--- src/rtl/adder_share_ctrl.sv ---
// Round-robin controller sharing one multicycle ripple adder between two requesters.
// Operands are registered onto the adder, held SETTLE_CYCLES, then the sum is returned.
module adder_share_ctrl #(
    parameter int SETTLE_CYCLES = 2,
    parameter int WIDTH         = 64
) (
    input  logic             clk,
    input  logic             rst_n,
    input  logic             req0_valid,
    output logic             req0_ready,
    input  logic [WIDTH-1:0] req0_a,
    input  logic [WIDTH-1:0] req0_b,
    input  logic             req1_valid,
    output logic             req1_ready,
    input  logic [WIDTH-1:0] req1_a,
    input  logic [WIDTH-1:0] req1_b,
    output logic             rsp0_valid,
    input  logic             rsp0_ready,
    output logic [WIDTH-1:0] rsp0_sum,
    output logic             rsp1_valid,
    input  logic             rsp1_ready,
    output logic [WIDTH-1:0] rsp1_sum,
    output logic [WIDTH-1:0] add_a,
    output logic [WIDTH-1:0] add_b,
    input  logic [WIDTH-1:0] add_sum,
    output logic             busy
);

    typedef enum logic [1:0] {IDLE, SETTLE, RESP} state_t;

    localparam logic [3:0] CNT_INIT = 4'(SETTLE_CYCLES - 1);

    state_t           state, state_nxt;
    logic [3:0]       cnt;
    logic             cur, cur_nxt;
    logic             last_grant;
    logic             grant;
    logic             req_hs, rsp_hs;
    logic [WIDTH-1:0] sum;

    // On a tie the requester that did not win last time gets the grant.
    always_comb begin
        grant = 1'b0;
        if (req0_valid && req1_valid) grant = ~last_grant;
        else if (req1_valid)          grant = 1'b1;
    end

    assign req0_ready = (state == IDLE) && req0_valid && !grant;
    assign req1_ready = (state == IDLE) && req1_valid &&  grant;
    assign req_hs     = req0_ready | req1_ready;
    assign rsp_hs     = (state == RESP) && (cur ? rsp1_ready : rsp0_ready);
    assign cur_nxt    = req_hs ? grant : cur;

    always_comb begin
        state_nxt = state;
        case (state)
            IDLE:    if (req_hs)     state_nxt = SETTLE;
            SETTLE:  if (cnt == 4'd0) state_nxt = RESP;
            RESP:    if (rsp_hs)     state_nxt = IDLE;
            default:                 state_nxt = IDLE;
        endcase
    end

    always_ff @(posedge clk or negedge rst_n) begin
        if (!rst_n) state <= IDLE;
        else        state <= state_nxt;
    end

    // Status outputs are registered from the next-state decode so they line up with state.
    always_ff @(posedge clk or negedge rst_n) begin
        if (!rst_n) begin
            busy       <= 1'b0;
            rsp0_valid <= 1'b0;
            rsp1_valid <= 1'b0;
            cur        <= 1'b0;
            last_grant <= 1'b1;
            cnt        <= 4'd0;
            add_a      <= '0;
            add_b      <= '0;
            sum        <= '0;
        end else begin
            busy       <= (state_nxt != IDLE);
            rsp0_valid <= (state_nxt == RESP) && !cur_nxt;
            rsp1_valid <= (state_nxt == RESP) &&  cur_nxt;
            cur        <= cur_nxt;
            if (req_hs) begin
                add_a <= grant ? req1_a : req0_a;
                add_b <= grant ? req1_b : req0_b;
                cnt   <= CNT_INIT;
            end else if (state == SETTLE && cnt != 4'd0) begin
                cnt <= cnt - 4'd1;
            end
            if (state == SETTLE && cnt == 4'd0) sum <= add_sum;
            if (rsp_hs) last_grant <= cur;
        end
    end

    assign rsp0_sum = sum;
    assign rsp1_sum = sum;

endmodule
--- config.mk ---
export PLATFORM = sky130hd
export DESIGN_NAME = adder_share_ctrl
export DESIGN_NICKNAME = d
export VERILOG_FILES = /design/src/rtl/adder_share_ctrl.sv
export SDC_FILE = /design/constraint.sdc
export NUM_CORES = 1
export LEC_CHECK = 0
export CAP_MARGIN = 20
export CORE_AREA = 2 2 231 233
export CTS_CLUSTER_SIZE = 24
export DETAILED_ROUTE_END_ITERATION = 12
export DIE_AREA = 0 0 233 235
export GPL_TIMING_DRIVEN = 0
export PLACE_DENSITY = 0.45
export SYNTH_ARGS = -nofsm -noshare
export SYNTH_HDL_FRONTEND = slang
export SYNTH_SLANG_ARGS = --single-unit
--- constraint.sdc ---
create_clock -name clk -period 5.2 [get_ports clk]
set_input_delay 1.56 -clock clk [delete_from_list [all_inputs] [get_ports clk]]
set_output_delay 1.56 -clock clk [all_outputs]
set_load 0.005 [all_outputs]
==> metrics.cfg <==
[worst_setup_path]
crit_fanout=10
end_kind=output port
cp-start-kind=input port
arrival_ps=3440
crit_type=input port to output port
required_ps=3640

[cells_and_area]
stdcell_area_um2=17700
final_cell_mix=584 x clkdlybuf4s50_1, 259 x nand2_1, 202 x dfrtp_1, 131 x a21oi_1, 100 x a31oi_2
final.fill_count=5433
fin_util_pct=33.8
nets=1910
syn_to_final_growth_pct=76.4
stdcell_count=2294
drive_gt1_share_pct=18.2
final_common_cell=clkdlybuf4s50_1

[synthesis]
synth_warnings=0
syn_area_per_cell_um2=10.4
synthesis.instances=966
synth_fp_nets=1293
yosys-top-cells-area=dfrtp_1 50%, a31oi_2 12%, nand2_1 9.7%, a21oi_1 6.5%, buf_4 5.1%
netlist.area_leader.share_pct=50.4
yosys.area.top_type=dfrtp_1
seq_area_frac_synth_pct=50.7
yosysUniqueCellTypes=37
syn_area_um2=10000
ys_ff_latch=203

[grt]
antenna_found_initial=17
overflow=0
grt_pass1_vias=10193
grt_pass1_wl_um=68900
grtUsageTotal_pct=17.0
grt_start_max_net_pins=86

[placement]
placedCellCount=2242
port_buffers=586
dp.final_hpwl_um=37100
gp_congestion=0.813
place_area_um2=16800

[clocking]
cts.path.max_buffers=3
clk_pin_slew_ps=50
cts_tree=done
clock_latency_ps=540
cts_hold_buf=0
clock-sinks=203
h-tree-depth=1
cts_resized=6
cts_root_buffer=clkbuf_16
numCtsBuffers=27
post_cts_buffers=0

[floorplanning]
initial_core_util_pct=19.2
fp.dieW_um=233
design.core.area_um2=52200
die_area_um2=54800
die_h_um=235
rows=84
io_pins=587

[detailed_routing]
drt_wl_total_um=47900
initialDrtViolationCount=375
drt_first_pass_iters=4
antenna_left=0
drc_errors=0
wl_per_cell_um=20.9
vias=9657
vias_per_cell=4.21

[power_and_ir_drop]
max-vdd-ir-drop_mv=0.278
p_sw_w=0.00348
netSwitchingFraction_pct=34.3
p_per_area_nw_per_um2=574
internal_power_w=0.00667
clock_power_share_pct=17.6
p_leak_nw=6.99
p_seq_share_pct=28.8
p_comb_share_pct=53.6

[run]
max-cap-violations=0

[sta]
setup_viol=0
tightest_slew_ps=885
hold_viol=0
post-route-min-period_ps=5000
fin_crit_sh_pct=96.1
relSlewSlack_pct=41.0
rsz0062_at_grt=no
fin_skew_ps=14.4
drv_slew=0
fmax_mhz=200

[min_path]
hold_class=flip-flop to flip-flop

[status]
status=completed

==> power by group through the flow <==
| stage | sequential (W) | combinational, W | clock, W |
|---|---|---|---|
| 6_report | 0.00292 | 0.00544 | 0.00179 |
| 5_1_grt | 0.00303 | 0.00589 | 0.00194 |
| 4_1_cts | 0.00293 | 0.00557 | 0.00187 |
| 3_5_place_dp | 0.00294 | 0.00556 | 0 |
| 3_3_place_gp | 0.00292 | 0.00554 | 0 |
| 2_1_floorplan | 0.00292 | 0.00229 | 0 |
==> path summary, 6_finish.rpt <==
path	from	endpoint	cells past startpoint	slack, ps
worst max-delay path	req1_valid	req1_ready	7	200
worst min-delay path	rsp0_sum[40]	rsp0_sum[40]	1	520
worst max register to register	state[0]	add_a[11]	6	2840
worst min register to register	rsp0_sum[40]	rsp0_sum[40]	1	520
max in group asynchronous	rst_n	rsp0_sum[8]	2	3350
min in group asynchronous	rst_n	add_b[2]	1	940
==> kinds of logic (layout without fill, tap and decap cells) <==
kind of cell	after synthesis	after routing	synth area share (%)
AOI/OAI and AO/OA	272	272	21.8
adders and majority gates	1	1	0.125
buffers and inverters	149	784	9.28
DFF	203	203	50.7
muxes	66	66	7.40
other	0	5	0
and+or+nand+nor	275	275	10.7
==> critical path, stage by stage <==
cell             delay, ps
clkdlybuf4s50_1        490
a21bo_2                220
buf_2                  150
buf_8                  170
buf_6                  170
nor2_1                 110
clkdlybuf4s50_1        540
==> stage by stage <==
stage	hold slack [ps]	setup TNS (ps)	worst slack (ps)	power (W)
floorplan	480	0	1260	0.00521
global placement	501	-1486830	-7360	0.00846
detailed placement	509	-782	-504	0.00850
CTS	523	0	154	0.0104
global route	540	0	121	0.0109
finish	518	0	201	0.0102
==> cell usage after synthesis <==
master    number
a21bo_2        1
a21boi_0       2
a21boi_1       1
a21o_1         1
a21oi_1      131
a221oi_1       1
a22o_1         2
a31oi_1       29
a31oi_2      100
a32oi_1        1
and2_1         1
and3_1         2
buf_1          6
buf_2         25
buf_4         68
buf_6         11
clkbuf_1      34
clkbuf_2       1
dfrtp_1      202
dfstp_2        1
ha_1           1
inv_1          4
mux2_1        27
mux2_2        38
mux2i_1        1
nand2_1      259
nand4_1        1
nor2_1         2
nor2_2         1
nor2b_1        2
nor3_1         3
o21ai_0        1
o21bai_1       2
or2_1          1
or3b_1         1
or3b_2         1
or4bb_1        1
==> final cells by class <==
cell class	instances	area, um^2	area share, %
timing repair buffer	588	5920	33.5
sequential	203	5080	28.7
multi-input combinational	614	4010	22.7
buffer	145	931	5.27
tap	688	861	4.87
clock buffer	41	808	4.57
clock inverter	6	33.8	0.191
inverter	4	15.0	0.0849
antenna	5	12.5	0.0708
==> metal layers <==
| metal | routed length, um | track usage (%) |
|---|---|---|
| met3 | 5740 | 7.90 |
| met4 | 1080 | 4.36 |
| met1 | 17400 | 18.0 |
| met2 | 23500 | 30.2 |
| met5 | 164 | 0 |
==> flip-flops by register name, summed over array words and instances, names as in the netlist <==
signal	count
rsp1_valid	1
rsp0_sum	64
add_a	64
rsp0_valid	1
last_grant	1
busy	1
add_b	64
state	2
cur	1
cnt	4
(Power assumes the default switching activity.)
==> RTL change: new RTL, config.mk and constraints unchanged <==
Change the parameter `WIDTH` from 64 to 56.
--- a/src/rtl/adder_share_ctrl.sv
+++ b/src/rtl/adder_share_ctrl.sv
@@ -2,7 +2,7 @@
 // Operands are registered onto the adder, held SETTLE_CYCLES, then the sum is returned.
 module adder_share_ctrl #(
     parameter int SETTLE_CYCLES = 2,
-    parameter int WIDTH         = 64
+    parameter int WIDTH         = 56
 ) (
     input  logic             clk,
     input  logic             rst_n,
Ports: changed (9 resized); port bits go from 587 to 515. The function was not compared with the original's and may differ.
==> RTL change against the unedited design <==
Worst hold slack improved by 0.0074 ns; wire length decreased by 21%; sequential cell count decreased by 24; non-clock buffer count decreased by 93; total power decreased by 13%; sequential share of layout area decreased by 0.44 points; cell area decreased by 10%; setup slack got worse by 0.053 ns; synthesized area decreased by 7.8%; critical path type unchanged; critical endpoint is now req0_ready; largest power group unchanged.
==> RTL change: results (changes against the unedited design) <==
stage	metric	value	unit	change
status	status	completed		unchanged
finish	multi_input_area_share	0.2466		was 0.2269
finish	layout-drive-gt1-share	0.1691		was 0.1818
place	gp_congestion	0.8537		was 0.8130
clock_tree	clockBufferDepth	2		was 3
clock_tree	clkTransAtPathRegs	0.07	ns	was 0.05 ns
synth	synth_nets	1138		was 1293
finish	seq_cells	179		was 203
grt	grt_pass1_wl	56900	um	was 68920 um
place	port_buffers	514		was 586
finish	seq-cell-share	0.2830		was 0.2874
worst_hold_path	worstHoldStart	rsp0_sum[54]		was rsp0_sum[40]
drt	drt_iter0_drc	370		was 375
synth	synth_area_leaders	dfrtp_1 48%, a31oi_4 14%, nand2_1 9.2%		was dfrtp_1 50%, a31oi_2 12%, nand2_1 9.7%
critical_path	crit_arrival	3.49	ns	was 3.44 ns
critical_path	crit_fanout	19		was 10
finish	layout.nonclk_buf_frac	0.3800		was 0.3878
sta	relSlewSlack	0.5334		was 0.4102
synth	synth_top_cells_by_count	227 x nand2_1, 178 x dfrtp_1, 115 x a21oi_1		was 259 x nand2_1, 202 x dfrtp_1, 131 x a21oi_1
grt	grtUsageTotal	0.1402		was 0.1700
finish	multi_input_gates	542		was 614
synth	ys_seq_area_frac	0.4850		was 0.5070
drt	met3_length	2853	um	was 5736 um
grt	grt_pass1_vias	8832		was 10190
pwr	leakage	6.096	nW	was 6.988 nW
drt	drtPass1Iterations	5		was 4
place	dp_hpwl	29450	um	was 37140 um
critical_path	timing.rr.start	last_grant		was state[0]
pwr	ir_drop	0.2393	mV	was 0.2784 mV
clock_tree	cts_made_buffers	17		was 27
sta	skew	0.01027	ns	was 0.01443 ns
clock_tree	htree_levels	4		was 1
synth	avgSynthCellArea	10.86	sq um	was 10.37 sq um
grt	grt_use_met2	0.2348		was 0.3021
grt	grtUsageMet1	0.1681		was 0.1799
finish	antenna_cells	2		was 5
drt	wl_per_cell	18.17	um	was 20.90 um
finish	n_clock_buffer	19		was 41
finish	fillers	5520		was 5433
finish	syn_to_final_growth	71.36	%	was 76.39%
clock_tree	clk_latency	0.49	ns	was 0.54 ns
grt	antenna_found_initial	3		was 17
place	placed_cell_area	0.01528	sq mm	was 0.01681 sq mm
finish	nNetsFinal	1671		was 1910
drt	met2_length	18820	um	was 23550 um
finish	clock_area_frac	0.03477		was 0.04763
[RTL change: worst max-delay path, stage by stage]
cell,delay (ns)
clkdlybuf4s50_1,0.46
a21bo_2,0.21
buf_2,0.21
buf_6,0.28
and3_1,0.20
clkdlybuf4s50_1,0.56
[RTL change: metrics by stage]
stage / hold WS, ns / cells / utilization / setup TNS, ns / setup slack, ns
floorplan: 0.4795 / 851 / - / 0 / 1.176
global placement: 0.5173 / 2053 / 0.2918 / -1064.95 / -5.995
detailed placement: 0.5186 / 2054 / 0.2925 / -0.9506 / -0.5565
CTS: 0.5355 / 2084 / 0.3030 / 0 / 0.1248
global route: 0.5532 / 2084 / 0.3030 / 0 / 0.06307
finish: 0.5252 / 2086 / 0.3031 / 0 / 0.1482
[RTL change: final timing paths]
check | end | slack, ns | depth (start not counted)
worst max register to register | add_b[49] | 3.10 | 6
worst min-delay path | rsp0_sum[54] | 0.53 | 1
min in group asynchronous | add_a[43] | 1.04 | 1
max in group asynchronous | add_a[12] | 3.16 | 2
worst max-delay path | req0_ready | 0.15 | 6
worst min register to register | rsp0_sum[54] | 0.53 | 1
[RTL change: power breakdown]
part / internal [mW] / leakage (nW) / switching, mW
combinational: 3.01 / 3.80 / 1.96
sequential: 2.11 / 2.03 / 0.476
clock: 0.668 / 0.265 / 0.618
[RTL change: cell families (layout without fill, tap and decap cells)]
| group | Yosys count | after routing | share of synthesized area |
|---|---|---|---|
| other | 0 | 2 | 0 |
| DFF | 179 | 179 | 0.4850 |
| muxes | 58 | 58 | 0.07056 |
| and+or+nand+nor | 243 | 243 | 0.1040 |
| buffers and inverters | 130 | 675 | 0.09250 |
| adders and majority gates | 1 | 1 | 0.001354 |
| AOI/OAI and AO/OA | 240 | 240 | 0.2466 |
